--- src/rtl/data_memory_arbiter_if.sv ---
// Requester, completion and data-memory signals shared by the arbiter.
// slave = arbiter side, master = requesters plus memory side.
interface data_memory_arbiter_if;
  logic        m0_req;
  logic        m0_write;
  logic [31:0] m0_addr;
  logic [31:0] m0_wdata;
  logic        m0_ack;
  logic        m0_err;
  logic [31:0] m0_rdata;

  logic        m1_req;
  logic        m1_write;
  logic [31:0] m1_addr;
  logic [31:0] m1_wdata;
  logic        m1_ack;
  logic        m1_err;
  logic [31:0] m1_rdata;

  logic [31:0] mem_address;
  logic [31:0] mem_writeData;
  logic        mem_read;
  logic        mem_write;
  logic [31:0] mem_readData;

  modport slave (
    input  m0_req,
    input  m0_write,
    input  m0_addr,
    input  m0_wdata,
    output m0_ack,
    output m0_err,
    output m0_rdata,
    input  m1_req,
    input  m1_write,
    input  m1_addr,
    input  m1_wdata,
    output m1_ack,
    output m1_err,
    output m1_rdata,
    output mem_address,
    output mem_writeData,
    output mem_read,
    output mem_write,
    input  mem_readData
  );

  modport master (
    output m0_req,
    output m0_write,
    output m0_addr,
    output m0_wdata,
    input  m0_ack,
    input  m0_err,
    input  m0_rdata,
    output m1_req,
    output m1_write,
    output m1_addr,
    output m1_wdata,
    input  m1_ack,
    input  m1_err,
    input  m1_rdata,
    input  mem_address,
    input  mem_writeData,
    input  mem_read,
    input  mem_write,
    output mem_readData
  );
endinterface

--- src/rtl/data_memory_arbiter.sv ---
// Two-master arbiter in front of a single-ported data memory.
// Define DMEM_ARB_ROUND_ROBIN_EN for round-robin, else m0 has fixed priority.
module data_memory_arbiter #(
  parameter int DEPTH = 2010
) (
  input logic                  clk,
  input logic                  rst,
  data_memory_arbiter_if.slave bus
);

  typedef enum logic [1:0] {
    S_IDLE   = 2'd0,
    S_ACCESS = 2'd1,
    S_ACK    = 2'd2
  } state_t;

  localparam logic [31:0] LP_DEPTH = 32'(DEPTH);

  state_t      r_state;
  state_t      w_next;

  logic        r_grant;
  logic        r_write;
  logic [31:0] r_addr;
  logic [31:0] r_wdata;

  logic        r_ack0;
  logic        r_ack1;
  logic        r_err0;
  logic        r_err1;
  logic [31:0] r_rdata0;
  logic [31:0] r_rdata1;

  logic        w_any;
  logic        w_sel;
  logic        w_take;
  logic        w_in_range;
  logic        w_done;
  logic [31:0] w_load;

  logic [31:0] w_mem_address;
  logic [31:0] w_mem_wdata;
  logic        w_mem_read;
  logic        w_mem_write;

  assign w_any      = bus.m0_req | bus.m1_req;
  assign w_take     = (r_state == S_IDLE) & w_any;
  assign w_in_range = (r_addr < LP_DEPTH);
  assign w_done     = (r_state == S_ACCESS);
  assign w_load     = w_in_range ? bus.mem_readData : 32'h0;

`ifdef DMEM_ARB_ROUND_ROBIN_EN
  logic r_last;

  // On contention the master that did not win last time goes first
  always_comb begin
    w_sel = 1'b0;
    unique case (1'b1)
      bus.m0_req & bus.m1_req:  w_sel = ~r_last;
      ~bus.m0_req & bus.m1_req: w_sel = 1'b1;
      default:                  w_sel = 1'b0;
    endcase
  end

  always_ff @(posedge clk) begin
    if (rst) begin
      r_last <= 1'b1;
    end else if (w_take) begin
      r_last <= w_sel;
    end
  end
`else
  assign w_sel = ~bus.m0_req;
`endif

  always_ff @(posedge clk) begin
    if (rst) begin
      r_state <= S_IDLE;
    end else begin
      r_state <= w_next;
    end
  end

  always_comb begin
    w_next = r_state;
    unique case (r_state)
      S_IDLE:   w_next = w_any ? S_ACCESS : S_IDLE;
      S_ACCESS: w_next = S_ACK;
      S_ACK:    w_next = S_IDLE;
      default:  w_next = S_IDLE;
    endcase
  end

  always_comb begin
    w_mem_address = 32'h0;
    w_mem_wdata   = 32'h0;
    w_mem_read    = 1'b0;
    w_mem_write   = 1'b0;
    if (r_state == S_ACCESS) begin
      w_mem_address = r_addr;
      w_mem_wdata   = r_wdata;
      w_mem_read    = w_in_range & ~r_write;
      w_mem_write   = w_in_range & r_write;
    end
  end

  always_ff @(posedge clk) begin
    if (rst) begin
      r_grant <= 1'b0;
      r_write <= 1'b0;
      r_addr  <= 32'h0;
      r_wdata <= 32'h0;
    end else if (w_take) begin
      r_grant <= w_sel;
      r_write <= w_sel ? bus.m1_write : bus.m0_write;
      r_addr  <= w_sel ? bus.m1_addr  : bus.m0_addr;
      r_wdata <= w_sel ? bus.m1_wdata : bus.m0_wdata;
    end
  end

  // Ack/err are registered so they appear in the ACK cycle
  always_ff @(posedge clk) begin
    if (rst) begin
      r_ack0   <= 1'b0;
      r_ack1   <= 1'b0;
      r_err0   <= 1'b0;
      r_err1   <= 1'b0;
      r_rdata0 <= 32'h0;
      r_rdata1 <= 32'h0;
    end else begin
      r_ack0 <= w_done & ~r_grant;
      r_ack1 <= w_done & r_grant;
      r_err0 <= w_done & ~r_grant & ~w_in_range;
      r_err1 <= w_done & r_grant & ~w_in_range;
      if (w_done & ~r_write & ~r_grant) begin
        r_rdata0 <= w_load;
      end
      if (w_done & ~r_write & r_grant) begin
        r_rdata1 <= w_load;
      end
    end
  end

  assign bus.m0_ack        = r_ack0;
  assign bus.m1_ack        = r_ack1;
  assign bus.m0_err        = r_err0;
  assign bus.m1_err        = r_err1;
  assign bus.m0_rdata      = r_rdata0;
  assign bus.m1_rdata      = r_rdata1;
  assign bus.mem_address   = w_mem_address;
  assign bus.mem_writeData = w_mem_wdata;
  assign bus.mem_read      = w_mem_read;
  assign bus.mem_write     = w_mem_write;

endmodule

--- src/flat_wrapper.sv ---
// flat-port wrapper written by rule: the top's interface ports become plain ports
module data_memory_arbiter_flat 
#(
  parameter int DEPTH = 2010
)
  (clk, rst, bus_m0_req, bus_m0_write, bus_m0_addr, bus_m0_wdata, bus_m0_ack, bus_m0_err, bus_m0_rdata, bus_m1_req, bus_m1_write, bus_m1_addr, bus_m1_wdata, bus_m1_ack, bus_m1_err, bus_m1_rdata, bus_mem_address, bus_mem_writeData, bus_mem_read, bus_mem_write, bus_mem_readData);
  data_memory_arbiter_if bus_i ();
  input logic clk;
  input logic rst;
  input wire logic [$bits(bus_i.m0_req)-1:0] bus_m0_req;
  input wire logic [$bits(bus_i.m0_write)-1:0] bus_m0_write;
  input wire logic [$bits(bus_i.m0_addr)-1:0] bus_m0_addr;
  input wire logic [$bits(bus_i.m0_wdata)-1:0] bus_m0_wdata;
  output wire logic [$bits(bus_i.m0_ack)-1:0] bus_m0_ack;
  output wire logic [$bits(bus_i.m0_err)-1:0] bus_m0_err;
  output wire logic [$bits(bus_i.m0_rdata)-1:0] bus_m0_rdata;
  input wire logic [$bits(bus_i.m1_req)-1:0] bus_m1_req;
  input wire logic [$bits(bus_i.m1_write)-1:0] bus_m1_write;
  input wire logic [$bits(bus_i.m1_addr)-1:0] bus_m1_addr;
  input wire logic [$bits(bus_i.m1_wdata)-1:0] bus_m1_wdata;
  output wire logic [$bits(bus_i.m1_ack)-1:0] bus_m1_ack;
  output wire logic [$bits(bus_i.m1_err)-1:0] bus_m1_err;
  output wire logic [$bits(bus_i.m1_rdata)-1:0] bus_m1_rdata;
  output wire logic [$bits(bus_i.mem_address)-1:0] bus_mem_address;
  output wire logic [$bits(bus_i.mem_writeData)-1:0] bus_mem_writeData;
  output wire logic [$bits(bus_i.mem_read)-1:0] bus_mem_read;
  output wire logic [$bits(bus_i.mem_write)-1:0] bus_mem_write;
  input wire logic [$bits(bus_i.mem_readData)-1:0] bus_mem_readData;
  assign bus_i.m0_req = bus_m0_req;
  assign bus_i.m0_write = bus_m0_write;
  assign bus_i.m0_addr = bus_m0_addr;
  assign bus_i.m0_wdata = bus_m0_wdata;
  assign bus_m0_ack = bus_i.m0_ack;
  assign bus_m0_err = bus_i.m0_err;
  assign bus_m0_rdata = bus_i.m0_rdata;
  assign bus_i.m1_req = bus_m1_req;
  assign bus_i.m1_write = bus_m1_write;
  assign bus_i.m1_addr = bus_m1_addr;
  assign bus_i.m1_wdata = bus_m1_wdata;
  assign bus_m1_ack = bus_i.m1_ack;
  assign bus_m1_err = bus_i.m1_err;
  assign bus_m1_rdata = bus_i.m1_rdata;
  assign bus_mem_address = bus_i.mem_address;
  assign bus_mem_writeData = bus_i.mem_writeData;
  assign bus_mem_read = bus_i.mem_read;
  assign bus_mem_write = bus_i.mem_write;
  assign bus_i.mem_readData = bus_mem_readData;
  data_memory_arbiter #(.DEPTH(DEPTH)) u_core (.clk(clk), .rst(rst), .bus(bus_i));
endmodule
--- config.mk ---
export PLATFORM = sky130hd
export DESIGN_NAME = data_memory_arbiter_flat
export DESIGN_NICKNAME = d
export VERILOG_FILES = /design/src/rtl/data_memory_arbiter_if.sv /design/src/rtl/data_memory_arbiter.sv /design/src/flat_wrapper.sv
export SDC_FILE = /design/constraint.sdc
export NUM_CORES = 1
export LEC_CHECK = 0
export ABC_AREA = 1
export CORE_MARGIN = 2
export CORE_UTILIZATION = 40
export DETAILED_ROUTE_END_ITERATION = 8
export HOLD_SLACK_MARGIN = 0.08
export PLACE_DENSITY = 0.81
export SETUP_SLACK_MARGIN = 0.2
export SYNTH_ARGS = -nofsm -noshare
export SYNTH_HDL_FRONTEND = slang
export SYNTH_SLANG_ARGS = --single-unit
--- constraint.sdc ---
create_clock -name clk -period 1.41 [get_ports clk]
set_input_delay 0.282 -clock clk [delete_from_list [all_inputs] [get_ports clk]]
set_output_delay 0.282 -clock clk [all_outputs]
set_load 0.01 [all_outputs]
======== Word-level counts from Yosys, hierarchy flattened ========
Cells that the tools add are included.
word-level totals
  register bits after elaboration ......... 136
  output and inout bits ................... 134
  input port bits ......................... 166
  logic and storage cells ................. 39
operators by class
  reductions and logical operators ........ 1
  bitwise logic cells ..................... 15
  mux-type cells .......................... 10
  magnitude comparators ................... 1
  equality and inequality tests ........... 1
operators by type and width
  cell                    number
  $mux W32                5
  $lt A32 B11 Y1 const B  1
  $and A1 B1 Y1           10
  $mux W1                 4
  $not A1 Y1              4
  $pmux W2 S2             1
  $eq A2 B1 Y1 const B    1
  $logic_not A2 Y1        1
  $or A1 B1 Y1            1

======== Depth between registers and ports, before layout ========
Gate-level depths: netlist of the first run.
  depth in word-level cells ............... 3
  depth in mapped cells ................... 8
  mapped depth without buffers ............ 8

======== Worst setup path before layout of the first run ========
Ideal clock, no wire load.
  path kind ............................... register to output
  from .................................... reg u_core.r_state[0]
  to ...................................... out bus_mem_address[12]
  required time ........................... 1.128 ns
  setup slack ............................. 0.016 ns
  buffers on the path ..................... 2
  arrival ................................. 1.112 ns
  stages on the path, launching flop included .. 7
  cells stage by stage .................... dfxtp_1 inv_1 nor2_1 inv_1 clkbuf_1 clkbuf_1 nor2_1
between the ends
  cells in the longest elaborated chain, start to end .. 2
RTL lines
  what                      RTL line                   source
  start: declaration        data_memory_arbiter.sv:19  state_t r_state;
  start signal: assignment  data_memory_arbiter.sv:80  r_state <= w_next;
  $eq A2 B1 Y1              data_memory_arbiter.sv:99  if (r_state == S_ACCESS) begin
  $mux W32                  data_memory_arbiter.sv:99
  end: declaration          flat_wrapper.sv:24         output wire logic [$bits(bus_i.mem_address)-1:0] bus_mem_address;
Every way passes these cells.

======== Worst setup path after layout of the first run ========
  from .................................... reg u_core.r_state[0]
  to ...................................... out bus_mem_writeData[31]
between the ends
  cells in the longest elaborated chain, start to end .. 2
RTL lines
  what              RTL line                   source
  $eq A2 B1 Y1      data_memory_arbiter.sv:99
  $mux W32          data_memory_arbiter.sv:99
  end: declaration  flat_wrapper.sv:25         output wire logic [$bits(bus_i.mem_writeData)-1:0] bus_mem_writeData;
Every way passes these cells.

==> impl_metrics.env, run 1 <==
export IMPL_hold_ws_ps=385
export IMPL_p_total_mw=11.8
export IMPL_routedWlPerCell_um=19.0
export IMPL_grt_start_max_net_pins=57
export IMPL_insertedDiodeCount=0
export IMPL_syn_inst=803
export IMPL_first_global_vias=6693
export IMPL_arrival_ps=1580
export IMPL_cts_root_buffer="clkbuf_16"
export IMPL_met1_usage_pct=30.2
export IMPL_track_usage_pct=28.4
export IMPL_cts_made_buffers=17
export IMPL_initial_core_util_pct=41.2
export IMPL_startpoint_type="flip-flop"
export IMPL_grt_util_met3_pct=9.39
export IMPL_path_class="reg2out"
export IMPL_synth_top_family_by_area="compound AO/OA/AOI/OAI gates"
export IMPL_drcViolationCount=0
export IMPL_post_dp_cell_area_sq_um=9370
export IMPL_grt_pass1_wl_mm=33.8
export IMPL_fp_dieArea_sq_um=15400
export IMPL_place_inst=1264
export IMPL_final_antenna_net_count=0
export IMPL_maxCapViolations=0
export IMPL_grt_busiest_layer="met2"
export IMPL_ys_seq_area_share_pct=47.2
export IMPL_status="finished, violations left"
export IMPL_endpoint_kind="primary output"
export IMPL_core_area_sq_um=14000
export IMPL_synth_compound_area_share_pct=24.1
export IMPL_multi_input_comb_area_sq_um=2860
export IMPL_fin_area_sq_um=11000
export IMPL_period_needed_ps=1860
export IMPL_synth_nets=969
export IMPL_violations="negative setup slack"
export IMPL_cts_tree="yes"
export IMPL_peakVddDrop_v=0.000896
export IMPL_io_buffers=299
export IMPL_met2_usage_pct=51.4
export IMPL_synth_xor_area_share_pct=0
export IMPL_nets=1335
export IMPL_via_per_inst=5.40
export IMPL_cts_sinks=136
export IMPL_cts_hold_fix_buffers=0
export IMPL_synth_cell_types=18
export IMPL_clock_latency_ps=410
export IMPL_critical_path_required_ps=1130
export IMPL_place_congestion=0.907
export IMPL_layout_cells_non_filler=1361
export IMPL_max_freq_ghz=0.536
export IMPL_syn_area_sq_um=5760
export IMPL_leakagePower_nw=4.65
export IMPL_seqCellArea_sq_um=2750
export IMPL_fp_row_count=43
export IMPL_yosys_warnings=0
export IMPL_routed_wl_mm=25.8
export IMPL_setup_viol_count_final=154
export IMPL_grt_overflow=0
export IMPL_synth_fa_ha_area_share_pct=0
export IMPL_final_cell_mix="clkdlybuf4s50_1, nand2_1, dfxtp_1"
export IMPL_setup_ws_ps=-454
export IMPL_synth_simple_area_share_pct=18.3
export IMPL_ys_ff_latch=136
export IMPL_critPathMaxFanout=9
export IMPL_first_pass_iters=6
export IMPL_finalMaxSlewViolations=0
export IMPL_pin_count=300
export IMPL_synthToLayoutAreaGrowth_pct=91.5
export IMPL_layout_commonest_cell="clkdlybuf4s50_1"
export IMPL_chipHeight_um=124
export IMPL_fill_cells=919
export IMPL_hold_viol_final=0
export IMPL_layout_drive_gt1_share_pct=33.0
export IMPL_clock_skew_ps=11.8
export IMPL_worstHoldPathType="in2reg"
export IMPL_finalCritPeriodShare_pct=132
export IMPL_hpwlAfterDp_mm=14.0
export IMPL_slew_headroom_pct=73.2
export IMPL_syn_mean_instance_area_sq_um=7.18
export IMPL_power_density_nw_per_um2=1070
export IMPL_finish_utilization_pct=78.9
export IMPL_rsz0062_at_grt="yes"
export IMPL_synthMuxAreaShare_pct=0
export IMPL_antenna_found_initial=0
export IMPL_worstMarginPinSlew_ps=402
export IMPL_die_x_um=124
export IMPL_clockBufferDepth=2
export IMPL_htreeDepth=4
export IMPL_num_vias=7353
export IMPL_drt_initial_drc_count=571
export IMPL_clkTransAtPathRegs_ps=60
worst max-delay path, stage by stage, from the launching register on:
cell and delay (ps):
dfxtp_2 330, inv_2 40, nor2_4 180, inv_8 110
clkbuf_16 190, nor2_1 90, clkdlybuf4s15_2 230
logic make-up (layout without fill, tap and decap cells):
| logic type | count (synthesis) | in the layout |
|---|---|---|
| flip-flops | 136 | 136 |
| AND/OR/NAND/NOR | 264 | 264 |
| buffers and inverters | 142 | 520 |
| AO/OA/AOI/OAI | 261 | 261 |
area by class of cell:
type / instances / area share, %
Timing Repair Buffer: 414 / 39.6
Multi-Input combinational cell: 525 / 25.9
Sequential cell: 136 / 24.9
Clock buffer: 20 / 4.14
Inverter: 75 / 2.73
Tap cell: 180 / 2.04
Clock inverter: 11 / 0.703
flip-flops by register name, indices dropped and copies added, names as in the netlist:
signal and cells:
u_core.bus.m0_ack 1, u_core.r_wdata 32, u_core.bus.m1_ack 1, u_core.bus.m1_err 1, u_core.bus.m1_rdata 32, u_core.r_state 2, u_core.bus.m0_rdata 32, u_core.bus.m0_err 1
u_core.r_addr 32, u_core.r_write 1, u_core.r_grant 1
timing repair:
| action | CTS | global route |
|---|---|---|
| cloned | 12 | 19 |
| gates resized for setup | 614 | 106 |
| buffers inserted | 14 | 21 |
| pin swaps | 6 | 9 |
| endpoints found under the hold margin | 0 | 0 |
| setup endpoints to repair | 267 | 201 |
cell usage after synthesis:
cell / instances / share of area (%)
o21ai_0: 130 / 11
dfxtp_1: 136 / 47
a21oi_1: 65 / 5.6
nor3_1: 1 / 0.087
clkbuf_1: 35 / 2.3
inv_1: 72 / 4.7
nor2_1: 81 / 5.3
nor2_4: 2 / 0.39
nand4_1: 2 / 0.22
nand3_1: 33 / 2.9
clkbuf_2: 2 / 0.17
buf_4: 8 / 1.0
nand2_1: 144 / 9.4
a21oi_2: 1 / 0.15
nor2_2: 1 / 0.11
a31oi_1: 65 / 7.1
inv_2: 3 / 0.20
buf_2: 22 / 1.9
metrics by stage:
step,TNS (ps),worst slack (ps)
floorplan,0,107
global placement,-47400,-411
detailed placement,-54630,-463
CTS,-33650,-429
global route,-55080,-518
finish,-44090,-454
per-layer routing:
layer / up-vias / share of wire, %
met5: - / 0
met4: 0 / 3.2
met3: 66 / 9.5
met2: 401 / 51
met1: 3475 / 36
li1: 3411 / -
final timing paths:
kind | slack, ps | to | from | cells past startpoint
setup / recovery | -450 | bus_mem_writeData[31] | u_core.r_state[0] | 6
hold / removal | 390 | u_core.r_wdata[25] | bus_m0_req | 4
setup reg to reg | -430 | u_core.bus.m1_rdata[21] | u_core.r_state[0] | 12
hold reg to reg | 510 | u_core.r_wdata[5] | u_core.r_wdata[5] | 2
report_power, final:
group / switching, mW / internal (mW) / total, mW
clock network: 1.69 / 2.32 / 4.01
logic: 1.58 / 1.80 / 3.38
registers: 0.215 / 4.21 / 4.42
Note: power is estimated with default switching activity, not from simulation.
==> run 2, diff against run 1 <==
- PLACE_DENSITY: 0.81 -> default
- PLACE_DENSITY_LB_ADDON: default -> 0.15
==> impl_metrics.env, run 2 (synthesis results as in run 1) <==
export IMPL_drt_initial_drc_count=517
export IMPL_nets=1344
export IMPL_fill_cells=906
export IMPL_clock_latency_ps=430
export IMPL_startpoint_type="flip-flop"
export IMPL_first_pass_iters=5
export IMPL_grt_start_max_net_pins=59
export IMPL_arrival_ps=1660
export IMPL_power_density_nw_per_um2=1130
export IMPL_maxCapViolations=0
export IMPL_fp_dieArea_sq_um=15400
export IMPL_hold_viol_final=0
export IMPL_violations="negative setup slack"
export IMPL_rsz0062_at_grt="yes"
export IMPL_layout_commonest_cell="clkdlybuf4s50_1"
export IMPL_leakagePower_nw=4.85
export IMPL_dp_slack_ps=-452
export IMPL_place_congestion=0.836
export IMPL_core_area_sq_um=14000
export IMPL_path_class="reg2out"
export IMPL_grt_overflow=0
export IMPL_critical_path_required_ps=1130
export IMPL_clockBufferDepth=2
export IMPL_track_usage_pct=29.4
export IMPL_antenna_found_initial=0
export IMPL_layout_cells_non_filler=1370
export IMPL_hpwlAfterDp_mm=14.0
export IMPL_place_inst=1275
export IMPL_final_cell_mix="clkdlybuf4s50_1, nand2_1, dfxtp_1"
export IMPL_status="finished, violations left"
export IMPL_peakVddDrop_v=0.000977
export IMPL_synthToLayoutAreaGrowth_pct=95.9
export IMPL_num_vias=7307
export IMPL_cts_tree="yes"
export IMPL_cts_made_buffers=17
export IMPL_clock_skew_ps=10.6
export IMPL_cts_sinks=136
export IMPL_layout_drive_gt1_share_pct=34.0
export IMPL_multi_input_comb_area_sq_um=2920
export IMPL_drcViolationCount=0
export IMPL_finalCritPeriodShare_pct=138
export IMPL_insertedDiodeCount=0
export IMPL_slew_headroom_pct=80.4
export IMPL_seqCellArea_sq_um=2740
export IMPL_r2r_slack_ps=-430
export IMPL_final_antenna_net_count=0
export IMPL_setup_ws_ps=-534
export IMPL_initial_core_util_pct=41.2
export IMPL_max_freq_ghz=0.514
export IMPL_setup_viol_count_final=196
export IMPL_grt_pass1_wl_mm=34.6
export IMPL_first_global_vias=6862
export IMPL_pin_count=300
export IMPL_chipHeight_um=124
export IMPL_endpoint_kind="primary output"
export IMPL_die_x_um=124
export IMPL_io_buffers=299
export IMPL_via_per_inst=5.33
export IMPL_worstHoldPathType="in2reg"
export IMPL_clkTransAtPathRegs_ps=60
export IMPL_critPathMaxFanout=8
export IMPL_cts_root_buffer="clkbuf_16"
export IMPL_routedWlPerCell_um=18.7
export IMPL_worstMarginPinSlew_ps=293
export IMPL_finalMaxSlewViolations=0
export IMPL_fp_row_count=43
export IMPL_routed_wl_mm=25.6
export IMPL_htreeDepth=4
export IMPL_period_needed_ps=1940
[run 2: layer usage]
layer	up-vias	share of wire, %	GRT usage [%]
met4	0	3.2	12.8
met2	352	52	53.4
li1	3433	-	-
met1	3456	36	31.6
met3	66	8.8	8.65
met5	-	0	0
[run 2: stage by stage]
stage | hold WS, ps | instance area [sq um] | utilization [%] | power [mW] | setup TNS [ps]
3_5_place_dp | 517 | 9530 | 68.1 | 6.96 | -56080
3_3_place_gp | 510 | 9530 | 68.1 | 6.93 | -49230
2_1_floorplan | 354 | 6050 | - | 5.59 | 0
5_1_grt | 421 | 11300 | 80.7 | 13.2 | -65850
4_1_cts | 403 | 10700 | 76.2 | 12.2 | -34680
6_report | 416 | 11300 | 80.7 | 12.7 | -55530
[run 2: final timing paths]
path	cells past startpoint	to	start
worst max register to register	11	u_core.bus.m0_rdata[23]	u_core.r_state[0]
worst min-delay path	4	u_core.r_addr[16]	bus_m0_req
worst min register to register	2	u_core.r_wdata[9]	u_core.r_wdata[9]
worst max-delay path	7	bus_mem_writeData[11]	u_core.r_state[0]
[run 2: power by group]
part / switching [mW] / leakage (nW) / internal, mW / total [mW]
Combinational: 1.62 / 3.41 / 1.86 / 3.48
Clock: 1.80 / 0.311 / 3.07 / 4.87
Sequential: 0.193 / 1.12 / 4.20 / 4.40
[run 2: critical path, stage by stage, from the launching register on]
cell	delay, ps
dfxtp_2	330
inv_2	50
nor2_4	200
clkinv_8	160
buf_12	180
buf_12	120
nor2_4	80
buf_6	110
[run 2: timing repair]
item / 4_1_cts / 5_1_grt
buffers inserted: 26 / 11
pin swaps: 6 / 9
hold buffers: 0 / 0
gates cloned: 15 / 12
endpoints found under the setup margin: 265 / 211
resized for setup: 651 / 121
[run 2: final cells by class]
| class | count | share of cell area (%) |
|---|---|---|
| Clock inverter | 12 | 1.67 |
| Timing Repair inverter | 1 | 0.0997 |
| Clock buffer | 19 | 4.01 |
| Tap cell | 180 | 1.99 |
| Inverter | 75 | 2.67 |
| Sequential cell | 136 | 24.3 |
| Timing Repair Buffer | 422 | 39.4 |
| Multi-Input combinational cell | 525 | 25.9 |
